`src/rtl/phased_op_bank.sv`:
```
// -----------------------------------------------------------------------------
// phased_op_bank
//   Banked transform stage. Each accepted word is transformed by an operation
//   selected from the epoch count captured with it. The result is written into
//   a DEPTH-entry register bank at a rolling slot pointer and echoed downstream
//   together with that slot address and the phase that produced it.
//   Two pipeline stages:
//     S1: captures word, slot and epoch count.
//     S2: applies the operation, writes the bank and drives the outputs.
//   Both stages freeze while the consumer backpressures.
//
// Optional build macro: PHASE_OP_SAT_EN
//   When defined, the P0 square saturates to all ones on overflow.
//   When undefined, the P0 square keeps the low WIDTH bits.
//
// Ports:
//   clk        in   clock, rising edge
//   reset      in   asynchronous active-low reset
//   clear_all  in   synchronous clear of bank, pointers and pipeline
//   in_valid   in   input word valid
//   in_ready   out  stage can accept (not stalled, not clearing)
//   in_data    in   input word [WIDTH]
//   out_valid  out  result valid
//   out_ready  in   consumer accepts the result
//   out_data   out  value written to the bank [WIDTH]
//   out_addr   out  bank slot written [log2(DEPTH)]
//   out_phase  out  phase used: 0=P0, 1=P1, 2=P2, 3=P3
// -----------------------------------------------------------------------------
module phased_op_bank #(
    parameter int WIDTH = 32,
    parameter int DEPTH = 4,
    parameter int CNT_W = 8,
    parameter int MOD_K = 5,
    parameter int SHIFT = 2
) (
    input  logic                     clk,
    input  logic                     reset,
    input  logic                     clear_all,
    input  logic                     in_valid,
    output logic                     in_ready,
    input  logic [WIDTH-1:0]         in_data,
    output logic                     out_valid,
    input  logic                     out_ready,
    output logic [WIDTH-1:0]         out_data,
    output logic [$clog2(DEPTH)-1:0] out_addr,
    output logic [1:0]               out_phase
);

    localparam int AW = $clog2(DEPTH);
    localparam logic [AW-1:0]    LAST_SLOT = AW'(DEPTH - 1);
    localparam logic [AW-1:0]    PTR_ONE   = AW'(1);
    localparam logic [CNT_W-1:0] CNT_ONE   = CNT_W'(1);
    localparam logic [CNT_W-1:0] P0_LIMIT  = CNT_W'(DEPTH);
    localparam logic [WIDTH-1:0] MOD_VAL   = WIDTH'(MOD_K);

    typedef enum logic [1:0] {
        PH_P0 = 2'd0,
        PH_P1 = 2'd1,
        PH_P2 = 2'd2,
        PH_P3 = 2'd3
    } phase_e;

    logic [AW-1:0]    r_ptr;
    logic [CNT_W-1:0] r_cnt;
    logic [WIDTH-1:0] r_temp;
    logic [AW-1:0]    r_s1_addr;
    logic [CNT_W-1:0] r_s1_cnt;
    logic             r_s1_valid;
    logic [WIDTH-1:0] r_bank [DEPTH];

    logic             w_stall;
    logic             w_accept;
    phase_e           w_phase;
    logic [WIDTH-1:0] w_square;
    logic [WIDTH-1:0] w_result;
    logic             w_bank_unused;

    assign w_stall  = out_valid & ~out_ready;
    assign in_ready = ~w_stall & ~clear_all;
    assign w_accept = in_valid & in_ready;

    // Debug tap on the slot about to be overwritten; not driven out of the block.
    assign w_bank_unused = ^r_bank[r_s1_addr];

`ifdef PHASE_OP_SAT_EN
    logic [2*WIDTH-1:0] w_sq_full;
    assign w_sq_full = {{WIDTH{1'b0}}, r_temp} * {{WIDTH{1'b0}}, r_temp};
    assign w_square  = (|w_sq_full[2*WIDTH-1:WIDTH]) ? {WIDTH{1'b1}} : w_sq_full[WIDTH-1:0];
`else
    // The low half of the double-width product depends only on the low
    // halves of the operands, so a WIDTH-bit multiply gives the same bits.
    assign w_square = r_temp * r_temp;
`endif

    // Phase decode: small counts are P0, then the counter quarters select P1/P2/P3.
    always_comb begin
        w_phase = PH_P0;
        if (r_s1_cnt < P0_LIMIT) begin
            w_phase = PH_P0;
        end else begin
            case (r_s1_cnt[CNT_W-1:CNT_W-2])
                2'b00, 2'b01: w_phase = PH_P1;
                2'b10:        w_phase = PH_P2;
                2'b11:        w_phase = PH_P3;
                default:      w_phase = PH_P3;
            endcase
        end
    end

    // Operation select: edge slots of P0 use modulus, inner P0 slots square.
    always_comb begin
        w_result = {WIDTH{1'b0}};
        case (w_phase)
            PH_P0: begin
                if ((r_s1_addr == {AW{1'b0}}) || (r_s1_addr == LAST_SLOT)) begin
                    w_result = r_temp % MOD_VAL;
                end else begin
                    w_result = w_square;
                end
            end
            PH_P1:   w_result = r_temp >> 1'b1;
            PH_P2:   w_result = r_temp >> SHIFT;
            PH_P3:   w_result = {WIDTH{1'b0}};
            default: w_result = {WIDTH{1'b0}};
        endcase
    end

    // S1 capture plus the rolling slot pointer and epoch counter.
    always_ff @(posedge clk or negedge reset) begin
        if (!reset) begin
            r_ptr      <= {AW{1'b0}};
            r_cnt      <= {CNT_W{1'b0}};
            r_temp     <= {WIDTH{1'b0}};
            r_s1_addr  <= {AW{1'b0}};
            r_s1_cnt   <= {CNT_W{1'b0}};
            r_s1_valid <= 1'b0;
        end else if (clear_all) begin
            r_ptr      <= {AW{1'b0}};
            r_cnt      <= {CNT_W{1'b0}};
            r_s1_valid <= 1'b0;
        end else if (w_accept) begin
            r_temp     <= in_data;
            r_s1_addr  <= r_ptr;
            r_s1_cnt   <= r_cnt;
            r_s1_valid <= 1'b1;
            r_ptr      <= r_ptr + PTR_ONE;
            r_cnt      <= r_cnt + CNT_ONE;
        end else if (!w_stall) begin
            r_s1_valid <= 1'b0;
        end
    end

    // S2 output register; clear drops valid but keeps the last presented word.
    always_ff @(posedge clk or negedge reset) begin
        if (!reset) begin
            out_valid <= 1'b0;
            out_data  <= {WIDTH{1'b0}};
            out_addr  <= {AW{1'b0}};
            out_phase <= 2'd0;
        end else if (clear_all) begin
            out_valid <= 1'b0;
        end else if (!w_stall) begin
            if (r_s1_valid) begin
                out_valid <= 1'b1;
                out_data  <= w_result;
                out_addr  <= r_s1_addr;
                out_phase <= w_phase;
            end else begin
                out_valid <= 1'b0;
            end
        end
    end

    // Bank storage, written with the same value that leaves on out_data.
    always_ff @(posedge clk or negedge reset) begin
        if (!reset) begin
            for (int i = 0; i < DEPTH; i++) begin
                r_bank[i] <= {WIDTH{1'b0}};
            end
        end else if (clear_all) begin
            for (int i = 0; i < DEPTH; i++) begin
                r_bank[i] <= {WIDTH{1'b0}};
            end
        end else if (!w_stall && r_s1_valid) begin
            r_bank[r_s1_addr] <= w_result;
        end
    end

endmodule

```
`config.mk`:
```
export PLATFORM = sky130hd
export DESIGN_NAME = phased_op_bank
export DESIGN_NICKNAME = d
export VERILOG_FILES = /design/src/rtl/phased_op_bank.sv
export SDC_FILE = /design/constraint.sdc
export NUM_CORES = 1
export LEC_CHECK = 0
export BUFFER_PORTS_ARGS = -buffer_cell sky130_fd_sc_hd__buf_4
export CORE_AREA = 10 10 232 234
export DETAILED_ROUTE_END_ITERATION = 8
export DIE_AREA = 0 0 242 244
export PLACE_DENSITY = 0.66
export SLEW_MARGIN = 0
export SYNTH_ARGS = -nofsm -noshare
export SYNTH_HDL_FRONTEND = slang
export SYNTH_SLANG_ARGS = --single-unit
```
`constraint.sdc`:
```
create_clock -name clk -period 20.9 [get_ports clk]
set_input_delay 1.045 -clock clk [delete_from_list [all_inputs] [get_ports clk]]
set_output_delay 1.045 -clock clk [all_outputs]
set_load 0.01 [all_outputs]
```
Word-level counts from Yosys, hierarchy flattened:

Cells that the tools add are included.

* ROM bits: 0
* register bits: 90
* output and inout bits: 38
* bits in writable memories: 0
* logic and storage cells: 52
* memories: 0
* latch bits: 0

* divide/modulo/power cells: 1
* $lt $le $gt $ge: 1
* $add $sub $neg: 2
* multiply operators: 1
* mux-type cells: 14
* equality and inequality tests: 9
* bitwise gates (word level): 6
* reductions and logical operators: 8
* shifts and indexed selects: 0

Operators by type and width (count)
* $pmux W32 S4: 1
* $mod A32 B3 Y32 const B: 1
* $mul A32 B32 Y32: 1
* $mux W32: 1
* $mux W8: 2
* $eq A2 B2 Y1 const B: 5
* $add A8 B1 Y8 const B: 1
* $lt A8 B3 Y1 const B: 1
* $logic_not A2 Y1: 3
* $mux W1: 6
* $mux W2: 3
* $pmux W2 S3: 1
* $eq A2 B1 Y1 const B: 2
* $and A1 B1 Y1: 3
* $ne A3 B2 Y1 const B: 1
* $not A1 Y1: 3
* $reduce_and A3 Y1: 1
* $add A2 B1 Y2 const B: 1
* $ne A2 B2 Y1 const B: 1
* $reduce_and A2 Y1: 1
* $reduce_bool A2 Y1: 1
* $reduce_or A2 Y1: 1
* $logic_or A1 B1 Y1: 1

Logic depth before layout (Yosys ltp):

* depth in word-level cells: 7
* mapped depth: 55
* gate-level depth less buffers: 44

Worst setup path before layout:

No wires, ideal clock.

* path type: register to register
* start point: reg r_temp[31]
* end point: reg out_data[2]
* path slack: 9129 ps
* library setup time: 127 ps
* stages on the path, launching flop included: 53
* arrival: 11644 ps
* required time: 20773 ps
* period minus slack after synthesis: 11771 ps
* path through: dfrtp_1 > buf_4 > buf_4 > or3_1 > o31a_1 > o311ai_1 > a211oi_1 > or3_1 > buf_2 > nor2_4 > nor4_1 > or4_1 > buf_2 > o21ai_1 > a2bb2oi_2 > o221ai_4 > xnor2_1 > a221oi_2 > [17 not listed] > a311o_1 > and2_1 > clkbuf_1 > o21ai_2 > and2_1 > a21oi_1 > xnor2_1 > ha_1 > inv_1 > a32oi_1 > a41oi_2 > nand2_1 > or3b_1 > a22o_1 > a221oi_1 > a21oi_1 > nor4b_1 > nor2_1

* word-level cells in the longest chain between the ends: 3

RTL lines
* start, declared: RTL line 65 `logic [WIDTH-1:0] r_temp;`
* start signal, assigned: RTL line 133 `r_temp <= {WIDTH{1'b0}};`
* start signal, assigned: RTL line 142 `r_temp <= in_data;`
* $mod A32 B3 Y32: RTL line 116 `w_result = r_temp % MOD_VAL;`
* $mux W32: RTL line 115 `if ((r_s1_addr == {AW{1'b0}}) || (r_s1_addr == LAST_SLOT)) begin`
* $pmux W32 S4: RTL line 113 `case (w_phase)`
* end signal, assigned: RTL line 157 `out_data <= {WIDTH{1'b0}};`
* end signal, assigned: RTL line 165 `out_data <= w_result;`
* end, declared: RTL line 44 `output logic [WIDTH-1:0] out_data,`

Every way passes these cells.
A chain may end at the register's enable or synchronous reset.

Worst setup path after layout:

* start point: reg r_temp[24]
* end point: reg out_data[27]

* word-level cells in the longest chain between the ends: 3

RTL lines (RTL line)
* $mod A32 B3 Y32 or $mul A32 B32 Y32 (tied branches): 116, 92
* $mux W32 (*): 115
* $pmux W32 S4 (*): 113

Every way passes the cells marked *; elsewhere a longest branch is shown, timed or not.

==> run summary <==
The slew of the pin with the lowest slew margin is between 1 and 1.5 ns. The number of core rows is 82. Synthesis produced ~2600 cells. The total number of yosys warnings came out at 0.

The total of max-cap violations is 0. The number of input and output port buffers inserted came out at 74. STA classifies the critical path startpoint as a flip-flop. The maximum buffer depth of the clock tree is 2. By count the netlist is led by sky130_fd_sc_hd__inv_1, sky130_fd_sc_hd__fa_1, sky130_fd_sc_hd__nand2_1, sky130_fd_sc_hd__nor2_1, sky130_fd_sc_hd__o21ai_0.

The detailed-routing iteration count for the pre-antenna-repair pass is 5. Setup repair after global routing left no endpoint under its margin. The biggest fanout along the worst timing path is 25. The count of state elements after synthesis came out at just under 90. The layout-stage area growth over the synthesis result came out at 5.94%. Yosys attributes the largest share of cell area to sky130_fd_sc_hd__fa_1, sky130_fd_sc_hd__dfrtp_1, sky130_fd_sc_hd__inv_1.

The largest stage delay on the critical path came out at 1.00 ns. The floorplan core area came out at approximately 50000 um^2. The worst-case headroom to the max-slew limit came out at between 10% and 20%.

The root buffer cell chosen for the clock tree is sky130_fd_sc_hd__clkbuf_16. The overall track demand over capacity in global routing came out at a little under a quarter. The fraction of final layout cells sized beyond drive strength 1 is 7.99%. STA classifies the critical path endpoint as a flip-flop. The launch point of the critical path is r_temp[24]$_DFFE_PN0P_.

The total clock sinks is 88. The post-detailed-route via-to-cell ratio came out at about 5.8. Summed over all instances, the cell type with the most area after synthesis is sky130_fd_sc_hd__fa_1. The final number of max-transition violations came out at 0. The count of cell types in the netlist is 108. The endpoint identified for the worst register-to-register timing path is out_data[27]$_DFFE_PN0P_. The origin of the critical flop-to-flop path is r_temp[24]$_DFFE_PN0P_. The starting utilization of the core area is around 44%. The total via count after detailed routing came out at ~19000. The number of antenna violations at the first check in global routing came out at 1. The upper clock frequency limit came out at about 69 MHz. The number of inserted filler cells in the final layout is 4851. Sequential elements use about a tenth of the synthesized area.

The number of buffers inserted for hold repair after clock tree synthesis came out at 0. The first global-routing pass estimated approximately 110000 um of wire. The number of primary I/O pins came out at 75. The x dimension of the die came out at approximately 240 um. The critical path ends at out_data[27]$_DFFE_PN0P_. Among the stages of the critical path, the cell type that occurs most often is sky130_fd_sc_hd__a21oi_1. Each instance of the synthesized netlist takes up on average ~8.5 um^2. The proportion of netlist area held by the largest area contributor is around a third. The setup path with the least slack is of type flip-flop to flip-flop.

The clock arrives with 0.0175 ns of skew. The clock latency on the worst-skew pair came out at 0.36 ns. The total setup violations reported at the end of the flow is 0. The required time at the worst-slack endpoint is 21.11 ns.

After clock tree synthesis, the repair step resized 0 gates. The summed instance area of the synthesized netlist is ~22000 um^2. The total count of hold-check failures in the final report is 0.

The wire length reported by the detailed router came out at a little under 70000 um. The tightest min-delay check is of the flip-flop to flip-flop type. In the routed design, unresolved DRC markers number 0.

The number of DRC markers after the initial detailed-route iteration is 1601. The final net count came out at 3073. The worst-case reg-to-reg path depth is between 40 and 50.

After layout, the minimum clock period comes to between 10 and 15 ns. The average wire per standard cell is roughly 21 um. Dividing the final minimum period by the clock period gives 69.7%.

At the end of routability-driven placement, the weighted congestion stood at just over 0.9. For flop-to-flop paths, the worst setup slack is approximately 6.3 ns. The synthesized design contains 0 enable-type register cells. The clock tree from TritonCTS is yes. The overall die height is between 200 and 250 um.

The via count of the first global-routing pass came out at ~19000. The count of buffers added by post-CTS timing repair for setup is 0. The maximum number of pins on one net before global-route repair came out at 76. The flow ran to the end, and the final reports show no timing, DRC or antenna violations.

The number of nets in the synthesized netlist is 3109. The number of buffers inserted during clock tree synthesis came out at 9. For this run, the leading register cell type out of synthesis is sky130_fd_sc_hd__dfrtp_1. The post-DP HPWL is roughly 52000 um. The post-route setup TNS came out at 0 ns.

The clock tree synthesis step divided the H-tree into 3 levels. After clock tree synthesis, the clock-pin slew on the worst setup and hold paths is about 0.060 ns. The startpoint identified for the worst hold timing path is out_addr[1]$_DFFE_PN0P_. The leftover overflow at the end of global routing came out at 0. The remaining number of nets flagged by the antenna check after routing is 0. The data arrival time at the worst-slack endpoint is 14.77 ns. The die outline area is 59000 um^2. The slowest library cell on the worst path is sky130_fd_sc_hd__o31ai_1. The most frequent cell after synthesis is sky130_fd_sc_hd__inv_1. The proportion of register bits with asynchronous set or reset after synthesis is 100%.
==> cells by family after synthesis <==
| logic type | Yosys count | synth area share, % |
|---|---|---|
| buf+inv | 644 | 11.4 |
| flops | 88 | 10.0 |
| simple gates | 679 | 14.6 |
| mux | 35 | 1.79 |
| xor+xnor | 86 | 3.44 |
| fa+ha+maj | 497 | 40.9 |
| compound gates | 546 | 17.8 |
==> per-layer routing <==
metal	share of wire [%]	track usage [%]	wire [um]
met1	43	31.0	29100
met5	0	0	0
met3	7.6	3.13	5120
met4	1.8	5.12	1200
met2	47	37.4	31900
==> sequential cells by signal, indices dropped and copies added, names as in the netlist <==
| signal | flops |
|---|---|
| out_valid | 1 |
| out_data | 32 |
| r_ptr | 2 |
| r_temp | 32 |
| r_cnt | 8 |
| out_phase | 2 |
| r_s1_valid | 1 |
| out_addr | 2 |
| r_s1_addr | 2 |
| r_s1_cnt | 6 |
==> final cells by class <==
cell class	count	area [um^2]	share of cell area (%)
multi-input combinational	1843	17200	74.2
antenna	2	5.00	0.0216
tap	672	841	3.62
timing repair buffer	121	908	3.91
clock inverter	3	21.3	0.0916
inverter	476	1790	7.70
sequential	88	2200	9.48
clock buffer	11	233	1.00
==> worst min-delay path by stage <==
stage | endpoint | slack, ns | depth (start not counted)
after global routing | out_addr[1]$_DFFE_PN0P_ | 0.52 | 2
final | out_addr[1]$_DFFE_PN0P_ | 0.48 | 2
after detailed placement | out_addr[1]$_DFFE_PN0P_ | 0.47 | 2
after CTS | out_addr[1]$_DFFE_PN0P_ | 0.49 | 2
after floorplan | r_s1_cnt[3]$_DFFE_PN0P_ | 0.47 | 1
after global placement | out_data[7]$_DFFE_PN0P_ | 0.47 | 2
==> cells in the final DEF (no fill, tap or decap), types with 11 or more instances in the layout <==
cell type,Yosys,layout
sky130_fd_sc_hd__fa_1,367,367
sky130_fd_sc_hd__o311ai_0,29,29
sky130_fd_sc_hd__mux2_2,16,16
sky130_fd_sc_hd__o31ai_1,13,13
sky130_fd_sc_hd__a21o_1,15,15
sky130_fd_sc_hd__a21oi_1,87,87
sky130_fd_sc_hd__or3_1,13,13
sky130_fd_sc_hd__nand2b_1,12,12
sky130_fd_sc_hd__o211ai_1,17,17
sky130_fd_sc_hd__ha_1,130,130
sky130_fd_sc_hd__nor2_1,183,182
sky130_fd_sc_hd__and3_1,13,13
sky130_fd_sc_hd__mux2i_1,16,16
sky130_fd_sc_hd__and2_1,24,23
sky130_fd_sc_hd__nor4_1,11,11
sky130_fd_sc_hd__nor3_1,36,36
sky130_fd_sc_hd__inv_1,470,470
sky130_fd_sc_hd__a31oi_1,15,15
sky130_fd_sc_hd__o21bai_1,27,27
sky130_fd_sc_hd__xor2_1,19,19
sky130_fd_sc_hd__nand2_1,261,260
sky130_fd_sc_hd__o2111ai_1,14,14
sky130_fd_sc_hd__dfrtp_1,88,88
sky130_fd_sc_hd__nand3_1,36,36
sky130_fd_sc_hd__nand4_1,19,19
sky130_fd_sc_hd__a211oi_1,18,18
sky130_fd_sc_hd__xnor2_1,67,66
sky130_fd_sc_hd__buf_4,6,121
sky130_fd_sc_hd__o21ai_0,149,149
==> through the flow <==
stage	setup slack, ns	hold WS, ns	instances	instance area, um^2	util, %
3_3_place_gp	7.12	0.466	3200	23000	46.4
6_report	6.34	0.480	3216	23200	47.0
4_1_cts	6.73	0.488	3214	23200	46.9
3_5_place_dp	6.78	0.472	3200	23000	46.4
5_1_grt	5.19	0.519	3214	23200	46.9
2_1_floorplan	9.13	0.472	2575	21900	-
==> worst max-delay path, delay by kind of cell (launching register included) <==
family                     cells  cell delay (ns)
buffers and inverters          2             0.63
and+or+nand+nor               14             4.47
xor gates and xnor gates       2             0.45
AOI/OAI and AO/OA             25             7.58
adders and majority gates      1             0.26
DFF                            1             0.93
Power is not shown: default switching activity piles up to over one toggle a cycle in this logic, so the estimate is an artifact.
